<file path="config.mk">
export PLATFORM = sky130hd
export DESIGN_NAME = aes128_host_ctrl_flat
export DESIGN_NICKNAME = d
export VERILOG_FILES = /design/src/rtl/aes128_host_ctrl_pkg.sv /design/src/rtl/aes128_host_ctrl_if.sv /design/src/rtl/aes128_host_ctrl.sv /design/src/flat_wrapper.sv
export SDC_FILE = /design/constraint.sdc
export NUM_CORES = 1
export LEC_CHECK = 0
export BUFFER_PORTS_ARGS = -buffer_cell sky130_fd_sc_hd__buf_2
export CAP_MARGIN = 30
export CELL_PAD_IN_SITES_DETAIL_PLACEMENT = 1
export CELL_PAD_IN_SITES_GLOBAL_PLACEMENT = 1
export CORE_MARGIN = 4
export CORE_UTILIZATION = 35
export DETAILED_ROUTE_END_ITERATION = 10
export PLACE_DENSITY_LB_ADDON = 0.1
export SYNTH_ARGS = -nofsm -noshare
export SYNTH_HDL_FRONTEND = slang
export SYNTH_SLANG_ARGS = --single-unit
</file>
<file path="constraint.sdc">
create_clock -name clk -period 2.25 [get_ports clk]
set_input_delay 0.1125 -clock clk [delete_from_list [all_inputs] [get_ports clk]]
set_output_delay 0.1125 -clock clk [all_outputs]
set_load 0.02 [all_outputs]
</file>
<file path="src/rtl/aes128_host_ctrl_pkg.sv">
// Shared types and constants for the AES-128 host-side controller.
// Holds the command opcode and FSM state enums, the block geometry, and the
// rule that decides whether an incoming command is rejected.
package aes_ctrl_pkg;

  localparam int unsigned WORDS_PER_BLOCK = 4;
  localparam int unsigned WORD_W          = 32;
  localparam int unsigned BLOCK_W         = WORDS_PER_BLOCK * WORD_W;

  typedef enum logic [1:0] {
    LOAD_KEY = 2'b00,
    ENC      = 2'b01,
    DEC      = 2'b10,
    RSVD     = 2'b11
  } aes_op_t;

  typedef enum logic [2:0] {
    IDLE      = 3'd0,
    COLLECT   = 3'd1,
    ISSUE     = 3'd2,
    WAIT_DONE = 3'd3,
    DRAIN     = 3'd4
  } state_t;

  // A command is refused if the opcode is reserved, or if it needs a key
  // (encrypt/decrypt) and none has been loaded since reset.
  function automatic logic op_rejected(aes_op_t op, logic key_loaded);
    return (op == RSVD) || (((op == ENC) || (op == DEC)) && !key_loaded);
  endfunction

endpackage

</file>
<file path="src/rtl/aes128_host_ctrl_if.sv">
// Host-side handshake bundle for aes128_host_ctrl: command channel, input
// word stream and result word stream. Signal suffixes are from the
// controller's point of view; "slave" is the controller, "master" the host.
interface aes128_host_ctrl_if;

  logic        cmd_valid_i;
  logic        cmd_ready_o;
  logic [1:0]  cmd_op_i;

  logic        s_valid_i;
  logic        s_ready_o;
  logic [31:0] s_data_i;

  logic        m_valid_o;
  logic        m_ready_i;
  logic [31:0] m_data_o;
  logic        m_last_o;

  modport slave (
    input  cmd_valid_i, cmd_op_i, s_valid_i, s_data_i, m_ready_i,
    output cmd_ready_o, s_ready_o, m_valid_o, m_data_o, m_last_o
  );

  modport master (
    output cmd_valid_i, cmd_op_i, s_valid_i, s_data_i, m_ready_i,
    input  cmd_ready_o, s_ready_o, m_valid_o, m_data_o, m_last_o
  );

endinterface

</file>
<file path="src/rtl/aes128_host_ctrl.sv">
// Initiator-side front end for the AES-128 core.
// Takes an opcode plus four big-endian 32-bit words, issues a single
// load-key / start-encrypt / start-decrypt pulse to the core, captures the
// result on the core's done cycle and streams it back as four words.
// Optional build macro AES_CTRL_TIMEOUT_EN: abort WAIT_DONE after
// TIMEOUT_CYCLES cycles without a done pulse (err_o pulse, back to IDLE).
module aes128_host_ctrl
  import aes_ctrl_pkg::*;
#(
  parameter int unsigned TIMEOUT_CYCLES = 255
) (
  input  logic               clk,
  input  logic               rst_n,
  aes128_host_ctrl_if.slave  host,
  output logic               busy_o,
  output logic               err_o,
  output logic               key_loaded_o,
  output logic               aes_load_key_o,
  output logic               aes_start_enc_o,
  output logic               aes_start_dec_o,
  output logic [BLOCK_W-1:0] aes_data_o,
  input  logic [BLOCK_W-1:0] aes_data_i,
  input  logic               aes_ready_i,
  input  logic               aes_done_i
);

  state_t                                 state_q, state_d;
  aes_op_t                                op_q, op_d;
  logic [1:0]                             cnt_q, cnt_d;
  // Element 3 is bits [127:96], so word n of the stream lands in element 3-n.
  logic [WORDS_PER_BLOCK-1:0][WORD_W-1:0] buf_q, buf_d;
  logic                                   key_loaded_q, key_loaded_d;
  logic                                   err_q, err_d;

  aes_op_t cmd_op;
  logic    issue_fire;

  assign cmd_op     = aes_op_t'(host.cmd_op_i);
  assign issue_fire = (state_q == ISSUE) && aes_ready_i;

`ifdef AES_CTRL_TIMEOUT_EN
  localparam int unsigned         TMO_W    = ($clog2(TIMEOUT_CYCLES) > 8) ?
                                             $clog2(TIMEOUT_CYCLES) : 8;
  // Expiry is taken on the cycle whose increment would reach TIMEOUT_CYCLES,
  // so the error pulse appears exactly TIMEOUT_CYCLES cycles after entry.
  localparam logic [TMO_W-1:0]    TMO_LAST = TMO_W'(TIMEOUT_CYCLES - 1);

  logic [TMO_W-1:0] tmo_q, tmo_d;
  logic             tmo_expired;

  assign tmo_expired = (tmo_q == TMO_LAST);

  // Wait counter: zero outside WAIT_DONE, counts every cycle inside it.
  always_comb begin
    tmo_d = '0;
    if (state_q == WAIT_DONE) begin
      tmo_d = tmo_q + TMO_W'(1);
    end
  end

  // Wait counter register.
  always_ff @(posedge clk or negedge rst_n) begin
    if (!rst_n) begin
      tmo_q <= '0;
    end else begin
      tmo_q <= tmo_d;
    end
  end
`else
  // TIMEOUT_CYCLES only sizes the wait counter, which this build omits.
  if (TIMEOUT_CYCLES == 0) begin : g_tmo_unused
  end
`endif

  // Next-state, pack buffer, word counter and error/key bookkeeping.
  always_comb begin
    state_d      = state_q;
    op_d         = op_q;
    cnt_d        = cnt_q;
    buf_d        = buf_q;
    key_loaded_d = key_loaded_q;
    err_d        = 1'b0;

    unique case (state_q)
      IDLE: begin
        if (host.cmd_valid_i) begin
          op_d = cmd_op;
          if (op_rejected(cmd_op, key_loaded_q)) begin
            err_d = 1'b1;
          end else begin
            state_d = COLLECT;
            cnt_d   = '0;
          end
        end
      end

      COLLECT: begin
        if (host.s_valid_i) begin
          buf_d[~cnt_q] = host.s_data_i;
          cnt_d         = cnt_q + 2'd1;
          if (cnt_q == 2'd3) begin
            state_d = ISSUE;
          end
        end
      end

      ISSUE: begin
        if (aes_ready_i) begin
          if (op_q == LOAD_KEY) begin
            key_loaded_d = 1'b1;
            state_d      = IDLE;
          end else begin
            state_d = WAIT_DONE;
          end
        end
      end

      WAIT_DONE: begin
        // A done pulse beats a simultaneous timeout: the result is kept.
        if (aes_done_i) begin
          buf_d   = aes_data_i;
          cnt_d   = '0;
          state_d = DRAIN;
        end
`ifdef AES_CTRL_TIMEOUT_EN
        else if (tmo_expired) begin
          err_d   = 1'b1;
          state_d = IDLE;
        end
`endif
      end

      DRAIN: begin
        if (host.m_ready_i) begin
          cnt_d = cnt_q + 2'd1;
          if (cnt_q == 2'd3) begin
            state_d = IDLE;
          end
        end
      end

      default: begin
        state_d = IDLE;
      end
    endcase
  end

  // Control and buffer registers, all cleared by the shared async reset.
  always_ff @(posedge clk or negedge rst_n) begin
    if (!rst_n) begin
      state_q      <= IDLE;
      op_q         <= LOAD_KEY;
      cnt_q        <= '0;
      buf_q        <= '0;
      key_loaded_q <= 1'b0;
      err_q        <= 1'b0;
    end else begin
      state_q      <= state_d;
      op_q         <= op_d;
      cnt_q        <= cnt_d;
      buf_q        <= buf_d;
      key_loaded_q <= key_loaded_d;
      err_q        <= err_d;
    end
  end

  // cmd_ready is masked by rst_n so every output reads zero while in reset.
  assign host.cmd_ready_o = rst_n && (state_q == IDLE);
  assign host.s_ready_o   = (state_q == COLLECT);
  assign host.m_valid_o   = (state_q == DRAIN);
  assign host.m_data_o    = (state_q == DRAIN) ? buf_q[~cnt_q] : '0;
  assign host.m_last_o    = (state_q == DRAIN) && (cnt_q == 2'd3);

  assign busy_o       = (state_q != IDLE);
  assign err_o        = err_q;
  assign key_loaded_o = key_loaded_q;

  // Core strobes are decoded from the ISSUE state, so each lasts one cycle.
  assign aes_load_key_o  = issue_fire && (op_q == LOAD_KEY);
  assign aes_start_enc_o = issue_fire && (op_q == ENC);
  assign aes_start_dec_o = issue_fire && (op_q == DEC);
  assign aes_data_o      = buf_q;

endmodule

</file>
<file path="src/flat_wrapper.sv">
// flat-port wrapper written by rule: the top's interface ports become plain ports
module aes128_host_ctrl_flat import aes_ctrl_pkg::*;
#(
  parameter int unsigned TIMEOUT_CYCLES = 255
)
  (clk, rst_n, busy_o, err_o, key_loaded_o, aes_load_key_o, aes_start_enc_o, aes_start_dec_o, aes_data_o, aes_data_i, aes_ready_i, aes_done_i, host_cmd_valid_i, host_cmd_op_i, host_s_valid_i, host_s_data_i, host_m_ready_i, host_cmd_ready_o, host_s_ready_o, host_m_valid_o, host_m_data_o, host_m_last_o);
  aes128_host_ctrl_if host_i ();
  input  logic clk;
  input  logic rst_n;
  output logic busy_o;
  output logic err_o;
  output logic key_loaded_o;
  output logic aes_load_key_o;
  output logic aes_start_enc_o;
  output logic aes_start_dec_o;
  output logic [BLOCK_W-1:0] aes_data_o;
  input  logic [BLOCK_W-1:0] aes_data_i;
  input  logic aes_ready_i;
  input  logic aes_done_i;
  input wire logic [$bits(host_i.cmd_valid_i)-1:0] host_cmd_valid_i;
  input wire logic [$bits(host_i.cmd_op_i)-1:0] host_cmd_op_i;
  input wire logic [$bits(host_i.s_valid_i)-1:0] host_s_valid_i;
  input wire logic [$bits(host_i.s_data_i)-1:0] host_s_data_i;
  input wire logic [$bits(host_i.m_ready_i)-1:0] host_m_ready_i;
  output wire logic [$bits(host_i.cmd_ready_o)-1:0] host_cmd_ready_o;
  output wire logic [$bits(host_i.s_ready_o)-1:0] host_s_ready_o;
  output wire logic [$bits(host_i.m_valid_o)-1:0] host_m_valid_o;
  output wire logic [$bits(host_i.m_data_o)-1:0] host_m_data_o;
  output wire logic [$bits(host_i.m_last_o)-1:0] host_m_last_o;
  assign host_i.cmd_valid_i = host_cmd_valid_i;
  assign host_i.cmd_op_i = host_cmd_op_i;
  assign host_i.s_valid_i = host_s_valid_i;
  assign host_i.s_data_i = host_s_data_i;
  assign host_i.m_ready_i = host_m_ready_i;
  assign host_cmd_ready_o = host_i.cmd_ready_o;
  assign host_s_ready_o = host_i.s_ready_o;
  assign host_m_valid_o = host_i.m_valid_o;
  assign host_m_data_o = host_i.m_data_o;
  assign host_m_last_o = host_i.m_last_o;
  aes128_host_ctrl #(.TIMEOUT_CYCLES(TIMEOUT_CYCLES)) u_core (.clk(clk), .rst_n(rst_n), .host(host_i), .busy_o(busy_o), .err_o(err_o), .key_loaded_o(key_loaded_o), .aes_load_key_o(aes_load_key_o), .aes_start_enc_o(aes_start_enc_o), .aes_start_dec_o(aes_start_dec_o), .aes_data_o(aes_data_o), .aes_data_i(aes_data_i), .aes_ready_i(aes_ready_i), .aes_done_i(aes_done_i));
endmodule
</file>
* Word-level counts from Yosys, hierarchy flattened
Index checks and enable logic that the tools add are counted.
Widths: inputs -> output; s select.
** Storage, ports and cells
- Bits in registers :: 137
- Bits of input ports :: 169
- Output and inout port bits :: 170
- Logic and storage cells :: 80
** Cells by class
- Add/subtract/negate cells :: 1
- Order comparisons :: 2
- Eq/ne operators :: 18
- Multiplexer cells :: 28
- Bitwise gates (word level) :: 1
- Reduce and logical (&&, ||, !) cells :: 21
** Operators by type and width (number)
- $mux 128 :: 2
- $pmux 128 s2 :: 1
- $bwmux 128 :: 1
- $mux 32 :: 3
- $bmux 32 s2 :: 1
- $demux 32 s2 :: 1
- $mux 3 :: 8
- $pmux 3 s5 :: 1
- $mux 2 :: 6
- $ne 2x2->1 const B :: 6
- $eq 2x2->1 const B :: 4
- $logic_and 1x1->1 :: 8
- $pmux 2 s4 :: 1
- $reduce_and 8->1 :: 1
- $eq 3x2->1 const B :: 2
- $reduce_and 3->1 :: 2
- $reduce_and 6->1 :: 1
- $eq 2x1->1 const B :: 2
- $ne 2x1->1 const B :: 2
- $reduce_bool 4->1 :: 1
- $eq 3x1->1 const B :: 1
- $eq 3x3->1 const B :: 1
- $logic_not 3->1 :: 1
- $lt 2x3->1 const B :: 1
- other kinds (10) :: 13

* Depth between registers and ports, before layout
Gate-level depths: netlist of run 1.
- Depth in word-level cells :: 8
- Mapped depth :: 10
- Mapped depth without buffers :: 6

* Worst setup path after synthesis of run 1
No wires, ideal clock.
- Path type :: reg2reg
- Start point :: register u_core.cnt_q[1]
- End point :: register u_core.buf_q, in the netlist u_core.aes_data_o[67]
- Setup time :: 0.082 ns
- Arrival time :: 1.901 ns
- Data required time :: 2.168 ns
- Setup slack :: 0.267 ns
- Cell stages (with the launch flop) :: 11
- Path buffers :: 4
- Period minus slack after synthesis :: 1.983 ns
- Cell sequence :: dfrtp_1 > buf_2 > clkbuf_1 > inv_1 > ha_1 > clkbuf_1 > nand3b_1 > a21oi_4 > buf_4 > nor2_1 > a31oi_1
** Between the ends
- Word-level cells in the longest chain between the ends :: 8
- Elaborated cells between the ends (all ways) :: 9
- Classes of those cells :: order compare (2); mux (5); bitwise (1); reduce/logical (1)
** Ends and longest elaborated chain
- start, declared :: line aes128_host_ctrl.sv:29 : logic [1:0] cnt_q, cnt_d;
- start signal, assigned :: line aes128_host_ctrl.sv:160 : cnt_q <= cnt_d;
- $not 2->2 (*) :: line aes128_host_ctrl.sv:99 : buf_d[~cnt_q] = host.s_data_i;
- $lt 2x3->1 (implied by the code) or $ge 2x1->1 (tied branches) :: line aes128_host_ctrl.sv:99
- $logic_and 1x1->1 (implied by the code) :: line aes128_host_ctrl.sv:99
- $mux 32 (implied by the code) :: line aes128_host_ctrl.sv:99
- $demux 32 s2 (*)
- $bwmux 128 (*) :: line aes128_host_ctrl.sv:99
- $mux 128 (*) :: line aes128_host_ctrl.sv:98 : if (host.s_valid_i) begin
- $pmux 128 s2 (*) :: line aes128_host_ctrl.sv:84 : unique case (state_q)
- end signal, assigned :: line aes128_host_ctrl.sv:161 : buf_q <= buf_d;
- end, declared :: line aes128_host_ctrl.sv:31 : logic [WORDS_PER_BLOCK-1:0][WORD_W-1:0] buf_q, buf_d;
Every way passes the cells marked *; elsewhere a longest branch is shown, timed or not. The select of a mux whose other input is x is not followed.
A chain may end at the register's enable or synchronous reset.

* Worst setup path after layout of run 1
- Start point :: register u_core.cnt_q[1]
- End point :: output host_m_data_o[31]
** Between the ends
- Word-level cells in the longest chain between the ends :: 4
** Ends and longest elaborated chain
- $not 2->2 :: line aes128_host_ctrl.sv:171 : assign host.m_data_o = (state_q == DRAIN) ? buf_q[~cnt_q] : '0;
- $bmux 32 s2 :: line aes128_host_ctrl.sv:171
- $mux 32 (implied by the code) :: line aes128_host_ctrl.sv:171
- $mux 32 :: line aes128_host_ctrl.sv:171
- end, declared :: line flat_wrapper.sv:28 : output wire logic [$bits(host_i.m_data_o)-1:0] host_m_data_o;
No other way between the ends. The select of a mux whose other input is x is not followed.

==> impl_metrics.ini, run 1 <==
[global_route]
grt_first_pass_wirelength_um = 53600
track_usage_pct = 27.8
grt_max_degree = 88
grt_pass1_vias = 9435
antenna_found_initial = 4
gr-total-overflow = 0

[critical_path]
crit_fanout = 16
reg2reg_depth = 5
crit_type = flip-flop to primary output
r2r-start = u_core.state_q[0]$_DFFE_PN0P_
cp-start-kind = flip-flop
arrival_ps = 2090
rr_endpoint = u_core.aes_data_o[49]$_DFFE_PN0P_
reg2reg_setup_slack_ps = 200
crit_start = u_core.cnt_q[1]$_DFFE_PN0P_
endpoint_kind = primary output
critPathRequiredTime_ps = 2140

[layout]
layout-drive-gt1-share_pct = 33.5
final_core_util_pct = 54.7
final_nets = 1505
n_fill_cell = 2629
finalNonFillerCells = 1628
area_delta_synth_final_pct = 54.5
mostFrequentLayoutCells = buf_2 (337), dlygate4sd3_1 (165), dfrtp_1 (135), nor2_1 (133), nand2_1 (133)
mostFrequentLayoutCell = buf_2

[power_and_ir_drop]
p_leak_nw = 5.30
vdd_drop_max_uv = 601
cellPowerDensity_nw_per_um2 = 1490

[yosys]
ys_seq_elements = 137
synth_top_area_share_pct = 44.5
yosysSeqAreaShare_pct = 44.5
syn-num-nets = 1042
synth_top_area_cell = dfrtp_1
synth_warnings = 0
synthCells = 868
synthSimpleGateAreaFrac_pct = 26.2
avgSynthCellArea_um2 = 8.88
synth_compound_area_share_pct = 12.3
syn_area_um2 = 7710
synth_xor_area_share_pct = 0
yosysUniqueCellTypes = 33
synthMuxAreaShare_pct = 9.98
synth_area_leaders = dfrtp_1 (44%), a31oi_1 (10%), mux4_2 (9.4%)
synth-adder-area-share_pct = 0.812
synth_top_family_by_area = simple AND/OR/NAND/NOR gates

[clock_tree]
cts_tree = yes
clk_path_buf_depth = 2
clock-sinks = 137
cts_setup_buffers = 0
cts_buffers = 17
clkTransAtPathRegs_ps = 60
root_buffer = clkbuf_16
h-tree-depth = 4
clk_latency_ps = 420

[detailed_routing]
final_antenna_net_count = 0
drt-total-wl_um = 34600
routed_via_density = 5.41
drc_errors = 0
dr.pass1.iters = 4
drt_iter0_drc = 453
wire_per_inst_um = 21.2
dr_total_vias = 8805

[hold_path]
hold_start = host_m_ready_i
hold_end = u_core.cnt_q[1]$_DFFE_PN0P_
whs_path_depth = 5
min_path_type = input pin to flip-flop

[timing]
fin_tns_setup_ps = 0
rsz0062_at_grt = no
finalHoldViolCount = 0
layout_worst_path_cycle_share_pct = 97.9
setup_slack_ps = 47.2
worst_slew_pin_slew_ps = 792
maxSlewHeadroom_pct = 47.2
setup_viol = 0
drv_slew = 0
fin_crit_ps = 2200
fmax_mhz = 454
hold_slack_ps = 179
clock_skew_ps = 9.88

[place]
hpwl_um = 22500
pre_cts_ws_ps = 249
gp_congestion = 0.813
portBuffers = 338
dp_cells = 1427

[floorplan]
die_x_um = 156
die_area_um2 = 24500
initial_core_util_pct = 35.4
core_area_um2 = 21800
die_h_um = 156
std_cell_rows = 54
pin_count = 339

[run_status]
status = finished, final reports clean

[run]
drv_cap = 0
## per-stage QoR
step | total power, W | instance area [µm²]
2_1_floorplan | 0.0111 | 7710
3_3_place_gp | 0.0142 | 9630
3_5_place_dp | 0.0145 | 9630
4_1_cts | 0.0177 | 11900
5_1_grt | 0.0189 | 11900
6_report | 0.0177 | 11900
## power by group
group | internal, W | switching [W]
Sequential | 0.00378 | 0.00131
Combinational | 0.00375 | 0.00595
Clock | 0.00180 | 0.00112
## Yosys cell counts (all sizes together)
cell and count:
buf 62, a22oi 1, nand2 134, a21boi 1
nor2b 1, a21oi 9, and3b 1, nor3b 4
a221oi 2, mux4 32, nor3 2, clkbuf 26
or2 1, a31oi 128, nor2 134, inv 5
and2 1, nand2b 3, dfrtp 137, ha 5
nand3b 6, and3 33, o21ai 3, nand3 132
mux2 4, or3b 1
## cell families after synthesis
logic type               count (synthesis)
AO/OA/AOI/OAI                          144
buffers and inverters                   93
adder cells (fa/ha/maj)                  5
flip-flops                             137
AND/OR/NAND/NOR                        453
multiplexers                            36
## registers in the layout, indices dropped and copies added, names as in the netlist
name,cells
u_core.aes_data_o,128
u_core.cnt_q,2
u_core.err_o,1
u_core.key_loaded_o,1
u_core.op_q,2
u_core.state_q,3
## timing repair
action / in CTS / in global routing
hold buffers: 165 / 0
setup endpoints to repair: 3 / 1
hold endpoints to repair: 182 / 0
gates resized for setup: 1 / 1
pin swaps: 0 / 0
## area by class of cell
| type | count | area [µm²] | area share, % |
|---|---|---|---|
| multi-input combinational | 638 | 3830 | 32.1 |
| timing repair buffer | 532 | 3660 | 30.8 |
| tap | 280 | 350 | 2.94 |
| inverter | 5 | 18.8 | 0.158 |
| sequential | 137 | 3430 | 28.8 |
| clock inverter | 11 | 146 | 1.23 |
| clock buffer | 21 | 460 | 3.87 |
| antenna | 4 | 10.0 | 0.0841 |
## worst max path at each step
| stage | endpoint | cells after the start |
|---|---|---|
| 2_1_floorplan | u_core.aes_data_o[67]$_DFFE_PN0P_ | 10 |
| 3_3_place_gp | u_core.aes_data_o[88]$_DFFE_PN0P_ | 7 |
| 3_5_place_dp | u_core.aes_data_o[92]$_DFFE_PN0P_ | 7 |
| 4_1_cts | host_m_last_o | 4 |
| 5_1_grt | host_m_data_o[31] | 4 |
| 6_report | host_m_data_o[31] | 4 |
## critical path, stage by stage, from the launching register on
cell	delay, ps
dfrtp_2	540
buf_4	370
mux4_2	340
and3_1	240
buf_2	170
## layer usage
| layer | vias to the layer above | part of all wire (%) | GRT usage (%) |
|---|---|---|---|
| li1 | 4021 | - | - |
| met5 | - | 0 | 0 |
| met1 | 4345 | 41 | 34.9 |
| met3 | 61 | 6.3 | 5.42 |
| met2 | 378 | 50 | 48.0 |
| met4 | 0 | 2.5 | 9.59 |
Power figures use the tool's default switching activity.
==> run 2: changes to the inputs <==
Settings changed: REMOVE_ABC_BUFFERS set to 1.
==> run 2 against run 1 <==
Against the previous run:
- sequential share of layout area is essentially flat
- non-clock buffer count increased by 2
- worst hold slack lost 77 ps
- critical endpoint is now host_m_data_o[15]
==> impl_metrics.ini, run 2 (synthesis gave the netlist of run 1 again) <==
[layout]
largest_reg_flops = 128
mostFrequentLayoutCells = buf_2 (337), dlygate4sd3_1 (165), dfrtp_1 (135), nor2_1 (133), nand2_1 (133)
layout-drive-gt1-share_pct = 33.6
mostFrequentLayoutCell = buf_2
area_delta_synth_final_pct = 54.7
final_nets = 1507
final_core_util_pct = 54.8
finalNonFillerCells = 1632

[critical_path]
crit_type = flip-flop to primary output
crit_fanout = 9
worstPathBufferInverterCount = 2
crit_chain = buf_4 > mux4_2 > and3_1 > buf_2
endpoint_kind = primary output
cp-start-kind = flip-flop
critical-path-slowest-cell = mux4_2
reg2reg_setup_slack_ps = 330
arrival_ps = 2060
crit_start = u_core.cnt_q[0]$_DFFE_PN0P_
critPathRequiredTime_ps = 2140
cpPeakStageDelay_ps = 570
r2r-start = u_core.state_q[1]$_DFFE_PN0P_
critical_path.top_delay_family = multiplexers

[timing]
finalHoldViolCount = 0
clock_skew_ps = 12.9
drv_slew = 0
worst_slew_pin_slew_ps = 597
rsz0062_at_grt = no
maxSlewHeadroom_pct = 59.9
hold_slack_ps = 102
fmax_mhz = 461
layout_worst_path_cycle_share_pct = 96.4
fin_crit_ps = 2170
setup_viol = 0

[floorplan]
die_area_um2 = 24500
initial_core_util_pct = 35.4
pin_count = 339
die_x_um = 156
core_area_um2 = 21800
std_cell_rows = 54
die_h_um = 156

[global_route]
grt_first_pass_wirelength_um = 54500
gr-total-overflow = 0
track_usage_pct = 28.6
grt_pass1_vias = 9679
antenna_found_initial = 4
grt_max_degree = 65

[power_and_ir_drop]
vdd_drop_max_uv = 717
p_leak_nw = 5.30
p_total_w = 0.0177
cellPowerDensity_nw_per_um2 = 1490

[hold_path]
min_path_type = input pin to async pin

[place]
portBuffers = 338
gp_congestion = 0.809
dp_cells = 1429
hpwl_um = 21900

[clock_tree]
clk_latency_ps = 430
cts_tree = yes
cts_buffers = 17
h-tree-depth = 4
clock-sinks = 137
cts_setup_buffers = 0
clk_path_buf_depth = 2
clkTransAtPathRegs_ps = 60
root_buffer = clkbuf_16

[run]
drv_cap = 0

[detailed_routing]
routed_via_density = 5.40
wire_per_inst_um = 21.7
drt_iter0_drc = 479
drc_errors = 0
final_antenna_net_count = 0
dr.pass1.iters = 5
dr_total_vias = 8813
drt-total-wl_um = 35400

[run_status]
status = finished, final reports clean
-- run 2: changes by cell type in the layout (fill, tap and decap cells not counted), sizes merged, moves of 2 or more --
cell / previous run / this run
buf: 367 / 369
inv: 5 / 8
bufinv: 3 / 1
diode: 4 / 6
-- run 2: through the flow --
stage	TNS, ps	cell area (µm²)	worst slack (ps)
6_report	0	11900	81.1
5_1_grt	0	11900	0.161
4_1_cts	0	11900	72.9
3_3_place_gp	0	9680	441
2_1_floorplan	-210160	7250	-1540
3_5_place_dp	0	9680	379
-- run 2: area by class of cell --
type,instances,area [µm²]
clock buffers,20,447
multi-input cells,638,3830
repair buffers,534,3710
fillers,2624,9830
flip-flops and latches,137,3430
well taps,280,350
clock inverters,12,119
inverters,5,18.8
diodes,6,15.0
-- run 2: where the power goes --
| group | switching (W) | internal, W |
|---|---|---|
| clock | 0.00119 | 0.00156 |
| sequential | 0.00129 | 0.00378 |
| combinational | 0.00607 | 0.00382 |
-- run 2: repair_timing --
item / CTS / global route
hold buffers: 165 / 0
hold endpoints to repair: 269 / 0
setup endpoints to repair: 7 / 1
resized for setup: 1 / 1
-- run 2: final timing paths --
check / to / depth (start not counted)
max: host_m_data_o[15] / 4
min: u_core.aes_data_o[68]$_DFFE_PN0P_ / 2
max reg2reg: u_core.aes_data_o[73]$_DFFE_PN0P_ / 5
min reg2reg: u_core.key_loaded_o$_DFFE_PN0P_ / 1
max in group asynchronous: u_core.aes_data_o[45]$_DFFE_PN0P_ / 3
min in group clk: u_core.cnt_q[0]$_DFFE_PN0P_ / 5
-- run 2: routing by layer --
metal | track usage (%) | routed length, µm | part of all wire, %
met3 | 5.50 | 1950 | 5.5
met5 | 0 | 0 | 0
met1 | 34.8 | 14100 | 40
met4 | 10.6 | 972 | 2.7
met2 | 50.2 | 18300 | 52
==> run 3: changes to the inputs <==
Settings changed: GPL_TIMING_DRIVEN set to 0.
==> run 3 against run 2 <==
Against the previous run:
- maximum frequency up 0.53%
- sequential power up 1%
- register-to-register slack worse by 240 ps
- clock skew down 4.4 ps
- clock power up 7%
- critical path depth up 4
- core utilization up 2.4 points
- worst setup slack better by 11 ps
- worst hold slack worse by 73 ps
- critical endpoint is now u_core.aes_data_o[13]$_DFFE_PN0P_
- largest cell class is now buffers
- largest power group unchanged
- highest routed layer unchanged
==> impl_metrics.ini, run 3 (synthesis gave the netlist of run 1 again) <==
[detailed_routing]
routed_via_density = 5.49
dr.pass1.iters = 5
dr_total_vias = 9014
drc_errors = 0
drt-total-wl_um = 37800
final_antenna_net_count = 0
drt_iter0_drc = 465
wire_per_inst_um = 23.0

[timing]
clock_skew_ps = 8.45
hold_slack_ps = 28.1
layout_worst_path_cycle_share_pct = 95.9
setup_viol = 0
worst_slew_pin_slew_ps = 611
fin_crit_ps = 2160
fmax_mhz = 463
drv_slew = 0
maxSlewHeadroom_pct = 59.0
finalHoldViolCount = 0

[layout]
multi_input_comb_area_um2 = 3920
area_delta_synth_final_pct = 61.5
regArea_um2 = 3440
final_core_util_pct = 57.2
final_nets = 1522
mostFrequentLayoutCells = buf_2 (337), dlygate4sd3_1 (164), nor2_1 (133), nand2_1 (133), dfrtp_1 (132)
layout-drive-gt1-share_pct = 35.0
largest_reg_flops = 128
n_fill_cell = 2546
mostFrequentLayoutCell = buf_2

[place]
hpwl_um = 21900
gp_congestion = 0.778
portBuffers = 338

[run_status]
status = finished, final reports clean

[clock_tree]
h-tree-depth = 4
clkTransAtPathRegs_ps = 60
cts_buffers = 17
clk_latency_ps = 430
clock-sinks = 137
root_buffer = clkbuf_16
cts_tree = yes
clk_path_buf_depth = 2

[power_and_ir_drop]
vdd_drop_max_uv = 632
cellPowerDensity_nw_per_um2 = 1530
p_leak_nw = 5.50

[floorplan]
std_cell_rows = 54
core_area_um2 = 21800
die_x_um = 156
initial_core_util_pct = 35.4
pin_count = 339
die_h_um = 156
die_area_um2 = 24500

[run]
drv_cap = 0

[global_route]
antenna_found_initial = 1
use_met1_pct = 37.3
grt_first_pass_wirelength_um = 57400
track_usage_pct = 30.5
gr-total-overflow = 0
busiest_layer = met2
grt_use_met2_pct = 53.2
grt_pass1_vias = 9819
grtUsageMet3_pct = 6.53
grt_max_degree = 86

[critical_path]
arrival_ps = 2480
cp-start-kind = flip-flop
reg2reg_depth = 8
crit_fanout = 28
crit_type = flip-flop to flip-flop
endpoint_kind = flip-flop
critPathRequiredTime_ps = 2580

[hold_path]
whs_path_depth = 3
min_path_type = input pin to flip-flop
==> run 3: cell count changes in the layout (fill, tap and decap cells not counted), moves of 3 or more <==
cell,before,now
dfrtp_1,135,132
ha_2,4,0
diode_2,6,1
ha_4,0,4
buf_16,0,15
==> run 3: path summary, 6_finish.rpt <==
path	slack (ps)	startpoint	end
setup reg to reg	90	u_core.cnt_q[0]$_DFFE_PN0P_	u_core.aes_data_o[13]$_DFFE_PN0P_
setup / recovery	90	u_core.cnt_q[0]$_DFFE_PN0P_	u_core.aes_data_o[13]$_DFFE_PN0P_
max in group asynchronous	1170	rst_n	u_core.aes_data_o[44]$_DFFE_PN0P_
min in group asynchronous	220	rst_n	u_core.aes_data_o[100]$_DFFE_PN0P_
hold / removal	30	host_cmd_valid_i	u_core.err_o$_DFF_PN0_
hold reg to reg	520	u_core.key_loaded_o$_DFFE_PN0P_	u_core.key_loaded_o$_DFFE_PN0P_
==> run 3: worst max-delay path, stage by stage, from the launching register on <==
cell and delay (ps):
dfrtp_4 510, buf_4 220, ha_4 180, buf_16 180, nand3b_1 160, a21oi_4 280
buf_12 230, nor2_1 60, a31oi_1 220
==> run 3: layout make-up <==
type / count / share of cell area (%)
inverters: 5 / 0.211
flip-flops and latches: 137 / 27.6
multi-input cells: 641 / 31.5
diodes: 1 / 0.0201
well taps: 280 / 2.81
clock buffers: 18 / 3.45
clock inverters: 14 / 1.40
repair buffers: 546 / 32.9
==> run 3: power by group <==
part	internal [W]	switching, W
registers	0.00379	0.00134
clock network	0.00175	0.00119
logic	0.00443	0.00652
==> run 3: per-stage QoR <==
stage          power (W)  TNS (ps)  instance area (µm²)  std cells  setup slack, ps
2_1_floorplan     0.0107   -210160                 7250        780            -1540
3_3_place_gp      0.0140   -760920                 9290       1398            -4290
3_5_place_dp      0.0148   -105520                 9760       1415            -1080
4_1_cts           0.0187     -53.6                12300       1632            -15.3
5_1_grt           0.0202     -1.59                12400       1642            -1.59
6_report          0.0190         0                12400       1642             92.4
==> run 3: layer usage <==
layer,vias up,routed length [µm]
met5,-,0
met4,0,1140
met3,80,2530
met2,373,19100
met1,4476,15000
li1,4085,-
==> run 3: what timing repair did <==
item / CTS / global route
endpoints found under the hold margin: 183 / 0
resized for setup: 11 / 3
pin swaps: 8 / 3
gates cloned: 2 / 2
setup endpoints to repair: 171 / 127
hold buffers: 164 / 0
setup buffers: 19 / 7
